$ cat src/rtl/sequential_divider.sv
// sequential_divider: multi-cycle restoring divider, 8-bit dividend by 4-bit
// divisor, one quotient bit per clock, start/done handshake.
//
// Handshake: Start is sampled on the rising edge while the divider is in IDLE
// or DONE (A and B are captured on that same edge); Start during RUN is ignored.
// Done is a one-cycle pulse and Quotient/Remainder/DivZero are valid from that
// cycle until the next completion or reset. Busy and Done are never both high.
//
// Optional feature macro: DIVIDER_DIVZERO_EN. When defined, a zero divisor
// skips the iteration and completes in one cycle with DivZero set. When not
// defined, a zero divisor runs the normal algorithm and DivZero is tied low.
module sequential_divider (
    input  logic       Clk,
    input  logic       Rst,
    input  logic       Start,
    input  logic [7:0] A,
    input  logic [3:0] B,
    output logic [7:0] Quotient,
    output logic [3:0] Remainder,
    output logic       Busy,
    output logic       Done,
    output logic       DivZero,
    output logic [1:0] dbg_state_o
);

    typedef enum logic [1:0] {
        S_IDLE = 2'd0,
        S_RUN  = 2'd1,
        S_DONE = 2'd2
    } state_t;

    state_t     state_q, state_d;
    logic [2:0] cnt_q, cnt_d;
    logic [7:0] dvd_q, dvd_d;     // dividend shift register
    logic [3:0] dvs_q, dvs_d;     // divisor
    logic [3:0] rem_q, rem_d;     // partial remainder (after each step it is < divisor)
    logic [7:0] quo_q, quo_d;     // working quotient
    logic [7:0] quot_q, quot_d;   // output quotient register
    logic [3:0] remd_q, remd_d;   // output remainder register
`ifdef DIVIDER_DIVZERO_EN
    logic       dz_q, dz_d;
`endif

    // One restoring step: 5-bit shifted remainder, compare, conditional subtract.
    logic [4:0] shifted;
    logic       q_bit;
    logic [3:0] rem_step;
    logic [7:0] quo_step;
    logic       accept;

    // Datapath step for the current RUN cycle.
    always_comb begin
        shifted  = {rem_q, dvd_q[7]};
        q_bit    = (shifted >= {1'b0, dvs_q});
        // When the compare succeeds the difference is < divisor, so only its low
        // four bits are meaningful; with a zero divisor the low bits are still exact.
        rem_step = q_bit ? (shifted[3:0] - dvs_q) : shifted[3:0];
        quo_step = {quo_q[6:0], q_bit};
    end

    // Next-state and next-register logic.
    always_comb begin
        state_d = state_q;
        cnt_d   = cnt_q;
        dvd_d   = dvd_q;
        dvs_d   = dvs_q;
        rem_d   = rem_q;
        quo_d   = quo_q;
        quot_d  = quot_q;
        remd_d  = remd_q;
`ifdef DIVIDER_DIVZERO_EN
        dz_d    = dz_q;
`endif
        accept  = Start && (state_q != S_RUN);

        case (state_q)
            S_RUN: begin
                dvd_d = {dvd_q[6:0], 1'b0};
                rem_d = rem_step;
                quo_d = quo_step;
                if (cnt_q == 3'd0) begin
                    state_d = S_DONE;
                    quot_d  = quo_step;
                    remd_d  = rem_step;
`ifdef DIVIDER_DIVZERO_EN
                    dz_d    = 1'b0;
`endif
                end else begin
                    cnt_d = cnt_q - 3'd1;
                end
            end
            S_DONE:  state_d = S_IDLE;
            default: state_d = S_IDLE;
        endcase

        if (accept) begin
            dvd_d   = A;
            dvs_d   = B;
            rem_d   = 4'h0;
            quo_d   = 8'h00;
            cnt_d   = 3'd7;
            state_d = S_RUN;
`ifdef DIVIDER_DIVZERO_EN
            if (B == 4'h0) begin
                state_d = S_DONE;
                cnt_d   = 3'd0;
                quot_d  = 8'hFF;
                remd_d  = A[3:0];
                dz_d    = 1'b1;
            end
`endif
        end
    end

    // State and datapath registers with synchronous reset.
    always_ff @(posedge Clk) begin
        if (Rst) begin
            state_q <= S_IDLE;
            cnt_q   <= 3'd0;
            dvd_q   <= 8'h00;
            dvs_q   <= 4'h0;
            rem_q   <= 4'h0;
            quo_q   <= 8'h00;
            quot_q  <= 8'h00;
            remd_q  <= 4'h0;
`ifdef DIVIDER_DIVZERO_EN
            dz_q    <= 1'b0;
`endif
        end else begin
            state_q <= state_d;
            cnt_q   <= cnt_d;
            dvd_q   <= dvd_d;
            dvs_q   <= dvs_d;
            rem_q   <= rem_d;
            quo_q   <= quo_d;
            quot_q  <= quot_d;
            remd_q  <= remd_d;
`ifdef DIVIDER_DIVZERO_EN
            dz_q    <= dz_d;
`endif
        end
    end

    assign Quotient    = quot_q;
    assign Remainder   = remd_q;
    assign Busy        = (state_q == S_RUN);
    assign Done        = (state_q == S_DONE);
    assign dbg_state_o = state_q;
`ifdef DIVIDER_DIVZERO_EN
    assign DivZero     = dz_q;
`else
    assign DivZero     = 1'b0;
`endif

endmodule

$ cat config.mk
export PLATFORM = sky130hd
export DESIGN_NAME = sequential_divider
export DESIGN_NICKNAME = d
export VERILOG_FILES = /design/src/rtl/sequential_divider.sv
export SDC_FILE = /design/constraint.sdc
export NUM_CORES = 1
export LEC_CHECK = 0
export ABC_AREA = 1
export CORE_MARGIN = 2
export CORE_UTILIZATION = 56
export DETAILED_ROUTE_END_ITERATION = 7
export DONT_BUFFER_PORTS = 1
export PLACE_DENSITY_LB_ADDON = 0.1
export SLEW_MARGIN = 20
export SYNTH_ARGS = -nofsm -noshare
export SYNTH_HDL_FRONTEND = slang
export SYNTH_SLANG_ARGS = --single-unit
$ cat constraint.sdc
create_clock -name Clk -period 1.7 [get_ports Clk]
set_clock_uncertainty 0.15 [all_clocks]
set_input_delay 0.085 -clock Clk [delete_from_list [all_inputs] [get_ports Clk]]
set_output_delay 0.085 -clock Clk [all_outputs]
set_load 0.01 [all_outputs]
==> flow_summary.ini, run 1 <==
[synthesis]
async_flop_share = 0
synthAdderAreaFrac = 0.0508
synth_largest_area_cell = dfxtp_1
synth_top_family_by_area = simple AND/OR/NAND/NOR gates
syn_area_per_cell_um2 = 7.37
syn_inst = 254
ys_types = 27
synthesis.nets = 276
ys_ff_latch = 40
netlist_area_um2 = 1870
synth_mux_area_frac = 0
ys_top_cells_by_area = dfxtp_1 43%, nand2_1 12%, inv_1 8.4%, nand3_1 5.6%, nor2_1 5.4%
synth_top_area_frac = 0.428
synthXorXnorAreaFrac = 0.00468
synthSimpleGateAreaFrac = 0.272
ys_seq_area_frac = 0.428
synth-edff-count = 0
synth_compound_area_frac = 0.115
yosysWarnings = 0
synthFlopType = dfxtp_1

[worst_setup_path]
cp_max_fo = 3
required_ns = 1.85
crit_type = flop to flop
cp.arrival_ns = 1.78
r2r-start = dvd_q[7]
crit_path_end_kind = flop
slowest_stage = fa_1
startpoint = dvd_q[7]
crit_top_cell = nand2_1
slowest_delay_ns = 0.38
startpoint_type = flop
crit_chain = inv_2 -> ha_2 -> fa_1 -> xnor2_1 -> nand2_1 -> nand3_1 -> nand2_1 -> inv_1

[run_status]
status = completed

[clock_tree]
clk_latency_ns = 0.34
cts_tree = yes
htree_levels = 2
clk_pin_slew_ns = 0.11
cts.path.max_buffers = 2
root_buffer = clkbuf_4
cts.sinks = 40
cts_inserted_buffers = 5

[global_route]
grt_pass1_wl_um = 6440
overflow = 0
grt_use_total = 0.232
grt_max_degree = 15
antenna_found_initial = 0
grt_pass1_vias = 1476

[finish]
n_fill_cell = 265
seq_area_um2 = 805
multi_input_area_um2 = 867
diodes = 0
final_cell_mix = 56 x nand2_1, 41 x inv_1, 37 x dfxtp_1
final_layout_size_suffix_gt1_frac = 0.158
syn_to_final_growth_pct = 17.0
layout.nets = 301
final_common_cell = nand2_1
stdcell_area_um2 = 2190

[power]
power.leakage_uw = 0.00105
power_density_nw_per_um2 = 904
vdd_drop_max_mv = 0.665

[timing]
final-hold-violation-count = 0
max_freq_mhz = 615
tightest_slew_ns = 0.527
slew_headroom = 0.649
min_period_over_period = 0.956
rsz0062_at_grt = yes
finalCriticalPeriod_ns = 1.63
slew_violations = 0
fin_tns_setup_ns = 0
setup_viol = 0

[routing]
drt_pass1_iterations = 4
antenna_left = 0
via_count = 1565
wl_um = 3780
viasPerCell = 4.85
wl_per_cell_um = 11.7
drc_errors = 0
drt_iter0_markers = 63

[placement]
numPortBuffers = 0
postPlaceCellArea_um2 = 1950
hpwl_um = 2640
place_congestion = 0.852

[floorplanning]
die_h_um = 61.8
core_area_um2 = 3130
start_util = 0.598
io_pins = 32
die_width_um = 61.8
die_area_um2 = 3820
num_rows = 20

[hold_path]
min_path_type = primary input to flop
hold_start = Rst

[run]
maxCapViolCount = 0
## cells by family (layout without fill, tap and decap cells)
family / count (synthesis) / in the layout
XOR/XNOR: 1 / 1
AO/OA/AOI/OAI: 37 / 37
buffers and inverters: 54 / 79
other: 1 / 1
adder cells (fa/ha/maj): 7 / 7
AND/OR/NAND/NOR: 114 / 114
flip-flops: 40 / 40
## critical path, delay by kind of cell (launching register included)
family	cells	cell delay (ns)
DFF	1	0.35
xor gates and xnor gates	1	0.20
and+or+nand+nor	3	0.21
buffers and inverters	2	0.08
adders and majority gates	2	0.58
## registers in the layout (all words and copies together) (netlist names)
register and cells:
dbg_state_o 2, dvs_q 4, quo_q 7, Quotient 8, dvd_q 8, cnt_q 3
rem_q 4, Remainder 4
## worst paths after layout
kind	endpoint	slack, ns	depth (start not counted)
max	Remainder[2]	0.07	8
min	dvd_q[0]	0.20	2
max reg2reg	Remainder[2]	0.07	8
min reg2reg	dvs_q[3]	0.32	2
## synth_stat cells (3+ instances only)
| library cell | instances |
|---|---|
| a21oi_1 | 13 |
| o21ai_0 | 13 |
| dfxtp_1 | 40 |
| inv_2 | 3 |
| nand2_1 | 58 |
| nor2_4 | 3 |
| ha_1 | 6 |
| nand3_1 | 21 |
| a21oi_2 | 3 |
| nor2_1 | 27 |
| nand2_4 | 4 |
| o221ai_1 | 3 |
| inv_1 | 42 |
## area by class of cell
cell class                      count  area share
Clock buffer                        5      0.0171
Tap cell                           44      0.0251
Sequential cell                    40       0.367
Inverter                           45      0.0771
Clock inverter                      2     0.00571
Timing Repair Buffer               27       0.111
Multi-Input combinational cell    160       0.396
## per-stage QoR
step	worst slack, ns	utilization	hold slack [ns]	std cells	power [uW]
global route	-0.0220	0.700	0.202	323	2100
finish	0.0747	0.700	0.196	323	1980
global placement	0.0210	0.622	0.00704	301	1470
detailed placement	0.0248	0.622	0.00986	301	1480
CTS	0.00132	0.683	0.267	322	1970
floorplan	0.0984	-	0.0780	254	1380
## timing repair
| item | in CTS | in global routing |
|---|---|---|
| endpoints found under the setup margin | 0 | 14 |
| hold buffers | 14 | 0 |
| setup buffers | 0 | 1 |
| hold endpoints to repair | 36 | 0 |
| resized for setup | 0 | 13 |
## report_power, final
group / switching (uW) / internal (uW)
clock network: 303 / 151
logic: 291 / 199
registers: 40.0 / 996
total: 634 / 1350
## routing by layer
metal  global-route usage  share of wire  vias to the layer above  routed length (um)
met2                0.385           0.46                       30                1750
met4               0.0821         0.0098                        0                  37
li1                     -              -                      833                   -
met5                    0              0                        -                   0
met3               0.0683          0.050                        4                 188
met1                0.289           0.48                      698                1800
Power figures use the tool's default switching activity.
==> run 2: changes to the inputs <==
--- a/config.mk
+++ b/config.mk
@@ -5,11 +5,12 @@
 export SDC_FILE = /design/constraint.sdc
 export NUM_CORES = 1
 export LEC_CHECK = 0
-export ABC_AREA = 1
+export ABC_AREA = 0
 export CORE_MARGIN = 2
-export CORE_UTILIZATION = 56
+export CORE_UTILIZATION = 55
 export DETAILED_ROUTE_END_ITERATION = 7
 export DONT_BUFFER_PORTS = 1
+export GPL_TIMING_DRIVEN = 0
 export PLACE_DENSITY_LB_ADDON = 0.1
 export SLEW_MARGIN = 20
 export SYNTH_ARGS = -nofsm -noshare
==> flow_summary.ini, run 2 <==
[global_route]
grt_pass1_wl_um = 6220
grt_max_degree = 14
overflow = 0
grt_use_total = 0.230
antenna_found_initial = 0
grt_pass1_vias = 1406

[timing]
final-hold-violation-count = 0
min_period_over_period = 1.09
rsz0062_at_grt = yes
holdWs_ns = 0.0487
fin_ws_ns = -0.147
fin_tns_setup_ns = -0.977
setup_viol = 10
slew_headroom = 0.659
slew_violations = 0
tightest_slew_ns = 0.512
finalCriticalPeriod_ns = 1.85
max_freq_mhz = 541

[synthesis]
synth_top_area_frac = 0.446
synthFlopType = dfxtp_1
ys_ff_latch = 40
yosysWarnings = 0
ys_types = 34
ys_top_cells_by_area = dfxtp_1 45%, nand2_1 8.4%, mux2i_1 5.6%, a211oi_1 5.4%, a21oi_1 5.3%
synthTopCellsByCount = 40 x dfxtp_1, 40 x nand2_1, 19 x a21oi_1, 19 x nor2_1, 13 x a211oi_1
synth_largest_area_cell = dfxtp_1
ys_seq_area_frac = 0.446
syn_area_per_cell_um2 = 8.76
async_flop_share = 0
synth-edff-count = 0
netlist_area_um2 = 1800
synthesis.nets = 227
syn_inst = 205

[clock_tree]
cts.sinks = 40
cts.path.max_buffers = 2
clk_latency_ns = 0.35
cts_tree = yes
root_buffer = clkbuf_4
htree_levels = 2
cts_setup_buffers = 0
cts_inserted_buffers = 5
clk_pin_slew_ns = 0.12

[floorplanning]
die_h_um = 61.2
start_util = 0.584
die_area_um2 = 3740
num_rows = 20
die_width_um = 61.2
core_area_um2 = 3080
io_pins = 32

[worst_setup_path]
rr_worst_depth = 7
cp_max_fo = 3
startpoint_type = flop
r2r_setup_slack_ns = -0.15
r2r-start = dvd_q[7]
cp.arrival_ns = 1.98
crit_path_end_kind = flop
crit_type = flop to flop
r2r_end = rem_q[1]
required_ns = 1.83

[placement]
hpwl_um = 2700
numPortBuffers = 0
place_congestion = 0.812
place_ws_ns = -0.127

[run_status]
status = finished, violations left
violations = setup timing

[run]
maxCapViolCount = 0

[finish]
syn_to_final_growth_pct = 19.5
final_layout_size_suffix_gt1_frac = 0.190
layout.nets = 247
diodes = 0
final_common_cell = nand2_1
n_fill_cell = 267
final_cell_mix = 39 x nand2_1, 36 x dfxtp_1, 19 x a21oi_1

[power]
clockPowerShare = 0.308
power.share.combinational = 0.215
power.internal_uw = 1560
power_density_nw_per_um2 = 1020
vdd_drop_max_mv = 0.699
power.leakage_uw = 0.000815
power_switching_uw = 637
p_sw_frac = 0.290
p_total_uw = 2190
p_seq_frac = 0.477

[routing]
wl_um = 3810
drt_iter0_markers = 66
viasPerCell = 5.45
via_count = 1471
antenna_left = 0
wl_per_cell_um = 14.1
drt_pass1_iterations = 4
drc_errors = 0

[hold_path]
min_path_type = primary input to flop
hold_start = Rst
whs_endpoint = dvd_q[2]
holdPathStages = 2
[run 2: how the worst max path moves through the flow]
| stage | slack [ns] | start | to |
|---|---|---|---|
| 2_1_floorplan | -0.001 | dvs_q[0] | rem_q[1] |
| 3_3_place_gp | -0.08 | dvs_q[0] | rem_q[1] |
| 3_5_place_dp | -0.13 | dvs_q[0] | rem_q[1] |
| 4_1_cts | -0.15 | dvd_q[7] | rem_q[1] |
| 5_1_grt | -0.22 | dvd_q[7] | Remainder[3] |
| 6_report | -0.15 | dvd_q[7] | rem_q[1] |
[run 2: power groups by stage]
| stage | combinational, uW | sequential, uW | clock (uW) |
|---|---|---|---|
| CTS | 457 | 1040 | 694 |
| detailed placement | 424 | 1060 | 0 |
| finish | 472 | 1050 | 675 |
| global placement | 405 | 1060 | 0 |
| global route | 518 | 1050 | 740 |
| floorplan | 344 | 1050 | 0 |
[run 2: what timing repair did]
action	4_1_cts	5_1_grt
cloned	0	0
hold endpoints to repair	13	0
pin swaps	0	1
resized for setup	6	8
endpoints found under the setup margin	28	30
hold buffers	13	0
[run 2: cell families after synthesis]
group / Yosys count / synth area share
AOI/OAI and AO/OA: 46 / 0.185
xor gates and xnor gates: 1 / 0.00488
adders and majority gates: 7 / 0.0529
buffers and inverters: 23 / 0.0529
DFF: 40 / 0.446
muxes: 12 / 0.0724
other: 1 / 0.00209
and+or+nand+nor: 75 / 0.185
[run 2: layout make-up]
class / count / area (um^2) / share of cell area
Buffer: 12 / 62.6 / 0.0291
Clock buffer: 6 / 51.3 / 0.0239
Clock inverter: 2 / 38.8 / 0.0181
Inverter: 11 / 45.0 / 0.0210
Multi-Input combinational cell: 142 / 958 / 0.446
Sequential cell: 40 / 806 / 0.375
Tap cell: 44 / 55.1 / 0.0256
Timing Repair Buffer: 13 / 130 / 0.0606
[run 2: metrics by stage]
| step | instances | cell area [um^2] | util |
|---|---|---|---|
| final | 270 | 2150 | 0.698 |
| after floorplan | 205 | 1840 | - |
| after global placement | 249 | 1890 | 0.615 |
| after detailed placement | 249 | 1890 | 0.615 |
| after global routing | 270 | 2150 | 0.698 |
| after CTS | 270 | 2130 | 0.691 |
[run 2: per-layer routing]
metal	GRT usage	wire length (um)	vias up
met4	0.0932	64	0
met3	0.0714	196	9
met5	0	0	-
met2	0.380	1910	40
met1	0.278	1640	685
li1	-	-	737
[run 2: critical path: stages, from the launching register on]
cell      delay (ns)
dfxtp_2         0.35
inv_2           0.05
ha_4            0.21
nand2b_4        0.14
a211oi_4        0.27
o21ai_2         0.14
mux2_4          0.34
o22ai_2         0.13
==> run 3: changes to the inputs <==
--- a/config.mk
+++ b/config.mk
@@ -5,9 +5,9 @@
 export SDC_FILE = /design/constraint.sdc
 export NUM_CORES = 1
 export LEC_CHECK = 0
-export ABC_AREA = 0
+export ABC_AREA = 1
 export CORE_MARGIN = 2
-export CORE_UTILIZATION = 55
+export CORE_UTILIZATION = 56
 export DETAILED_ROUTE_END_ITERATION = 7
 export DONT_BUFFER_PORTS = 1
 export GPL_TIMING_DRIVEN = 0
==> flow_summary.ini, run 3 (synthesis gave the netlist of run 1 again) <==
[routing]
wl_um = 4150
drt_iter0_markers = 89
drc_errors = 0
wl_per_cell_um = 12.8
via_count = 1622
antenna_left = 0
drt_pass1_iterations = 4
viasPerCell = 4.99

[floorplanning]
die_width_um = 61.8
core_area_um2 = 3130
start_util = 0.598
io_pins = 32
die_h_um = 61.8
num_rows = 20
die_area_um2 = 3820

[global_route]
grt_pass1_vias = 1463
grt_use_total = 0.229
overflow = 0
grt_pass1_wl_um = 6300
grt_max_degree = 14
use_met3 = 0.0766
met1_usage = 0.278
grt-busiest-layer = met2
antenna_found_initial = 0
use_met2 = 0.365

[power]
power.leakage_uw = 0.00108
power_density_nw_per_um2 = 988
vdd_drop_max_mv = 0.521

[finish]
final_cell_mix = 52 x nand2_1, 39 x inv_1, 35 x dfxtp_1
n_fill_cell = 256
seq_area_um2 = 810
multi_input_area_um2 = 917
layout.nets = 302
syn_to_final_growth_pct = 22.3
final_layout_size_suffix_gt1_frac = 0.192
final_common_cell = nand2_1
diodes = 0
stdcell_area_um2 = 2290
fin_util = 0.732

[timing]
final-hold-violation-count = 0
finalCriticalPeriod_ns = 1.64
setup_viol = 0
min_period_over_period = 0.963
slew_violations = 0
slew_headroom = 0.618
tightest_slew_ns = 0.573
fin_ws_ns = 0.0628
max_freq_mhz = 611

[worst_setup_path]
r2r-start = rem_q[0]
startpoint_type = flop
crit_type = flop to flop
cp.arrival_ns = 1.76
crit_chain = ha_4 -> nand2_2 -> inv_1 -> nand2_1 -> nand2_1 -> nand2_2 -> nand2_4 -> nand2_2 -> nand3_1 -> nand2_1 -> inv_1
cp_max_fo = 6
slowest_delay_ns = 0.44
startpoint = rem_q[0]
slowest_stage = dfxtp_1
required_ns = 1.83
crit_path_end_kind = flop

[placement]
hpwl_um = 2650
place_ws_ns = -0.106
postPlaceCellArea_um2 = 1930
place_congestion = 0.823
numPortBuffers = 0

[clock_tree]
clk_pin_slew_ns = 0.12
htree_levels = 2
cts_tree = yes
cts.path.max_buffers = 2
cts_inserted_buffers = 5
cts.sinks = 40
clk_latency_ns = 0.37
root_buffer = clkbuf_4

[run]
maxCapViolCount = 0

[hold_path]
hold_start = Rst
min_path_type = primary input to flop

[run_status]
status = completed
-- run 3: cell types whose count changed in the layout (fill, tap and decap cells not counted), moves of 4 or more --
| cell | change |
|---|---|
| a211oi_1 | -11 |
| o21ai_0 | +11 |
| nand2_1 | +13 |
| nand3_1 | +16 |
| nand2_2 | +4 |
| a21oi_1 | -6 |
| nand2_4 | +6 |
| inv_1 | +30 |
| inv_2 | +5 |
| mux2i_1 | -10 |
| buf_4 | +6 |
| nor2_1 | +9 |
-- run 3: worst max-delay path: cells and delay by family (launching register included) --
family                     cells  cell delay, ns
adders and majority gates      1            0.24
and+or+nand+nor                8            0.65
buffers and inverters          2            0.08
DFF                            1            0.44
-- run 3: area by class of cell --
type	count	share of cell area
buffer	9	0.0306
clock buffer	6	0.0224
clock inverter	2	0.0169
inverter	45	0.0738
multi-input combinational	160	0.401
sequential	40	0.354
tap	44	0.0241
timing repair buffer	19	0.0776
-- run 3: timing repair --
item,in CTS,in global routing
endpoints found under the setup margin,10,11
pin swaps,1,5
hold buffers,14,0
hold endpoints to repair,30,0
setup buffers,1,4
gates resized for setup,5,19
-- run 3: final timing paths --
| path | to | slack [ns] | cells past startpoint |
|---|---|---|---|
| setup / recovery | rem_q[2] | 0.06 | 11 |
| hold / removal | dbg_state_o[0] | 0.03 | 2 |
| setup reg to reg | rem_q[2] | 0.06 | 11 |
| hold reg to reg | Quotient[5] | 0.33 | 2 |
-- run 3: per-stage QoR --
| step | TNS [ns] | instances | hold slack [ns] | power (uW) |
|---|---|---|---|---|
| floorplan | 0 | 254 | 0.0780 | 1380 |
| global placement | -0.493 | 298 | 0.0979 | 1460 |
| detailed placement | -0.798 | 298 | 0.104 | 1460 |
| CTS | 0 | 321 | 0.0319 | 2190 |
| global route | -0.0762 | 325 | 0.0666 | 2370 |
| finish | 0 | 325 | 0.0316 | 2260 |
-- run 3: metal layers --
layer | routed length [um] | part of all wire
met5 | 0 | 0
met3 | 259 | 0.062
met2 | 2020 | 0.49
met1 | 1810 | 0.44
met4 | 65 | 0.016
-- run 3: report_power, final --
part | internal, uW | switching [uW] | leakage [uW]
sequential | 996 | 45.7 | 0.000329
clock | 352 | 337 | 0.0000484
combinational | 215 | 316 | 0.000702
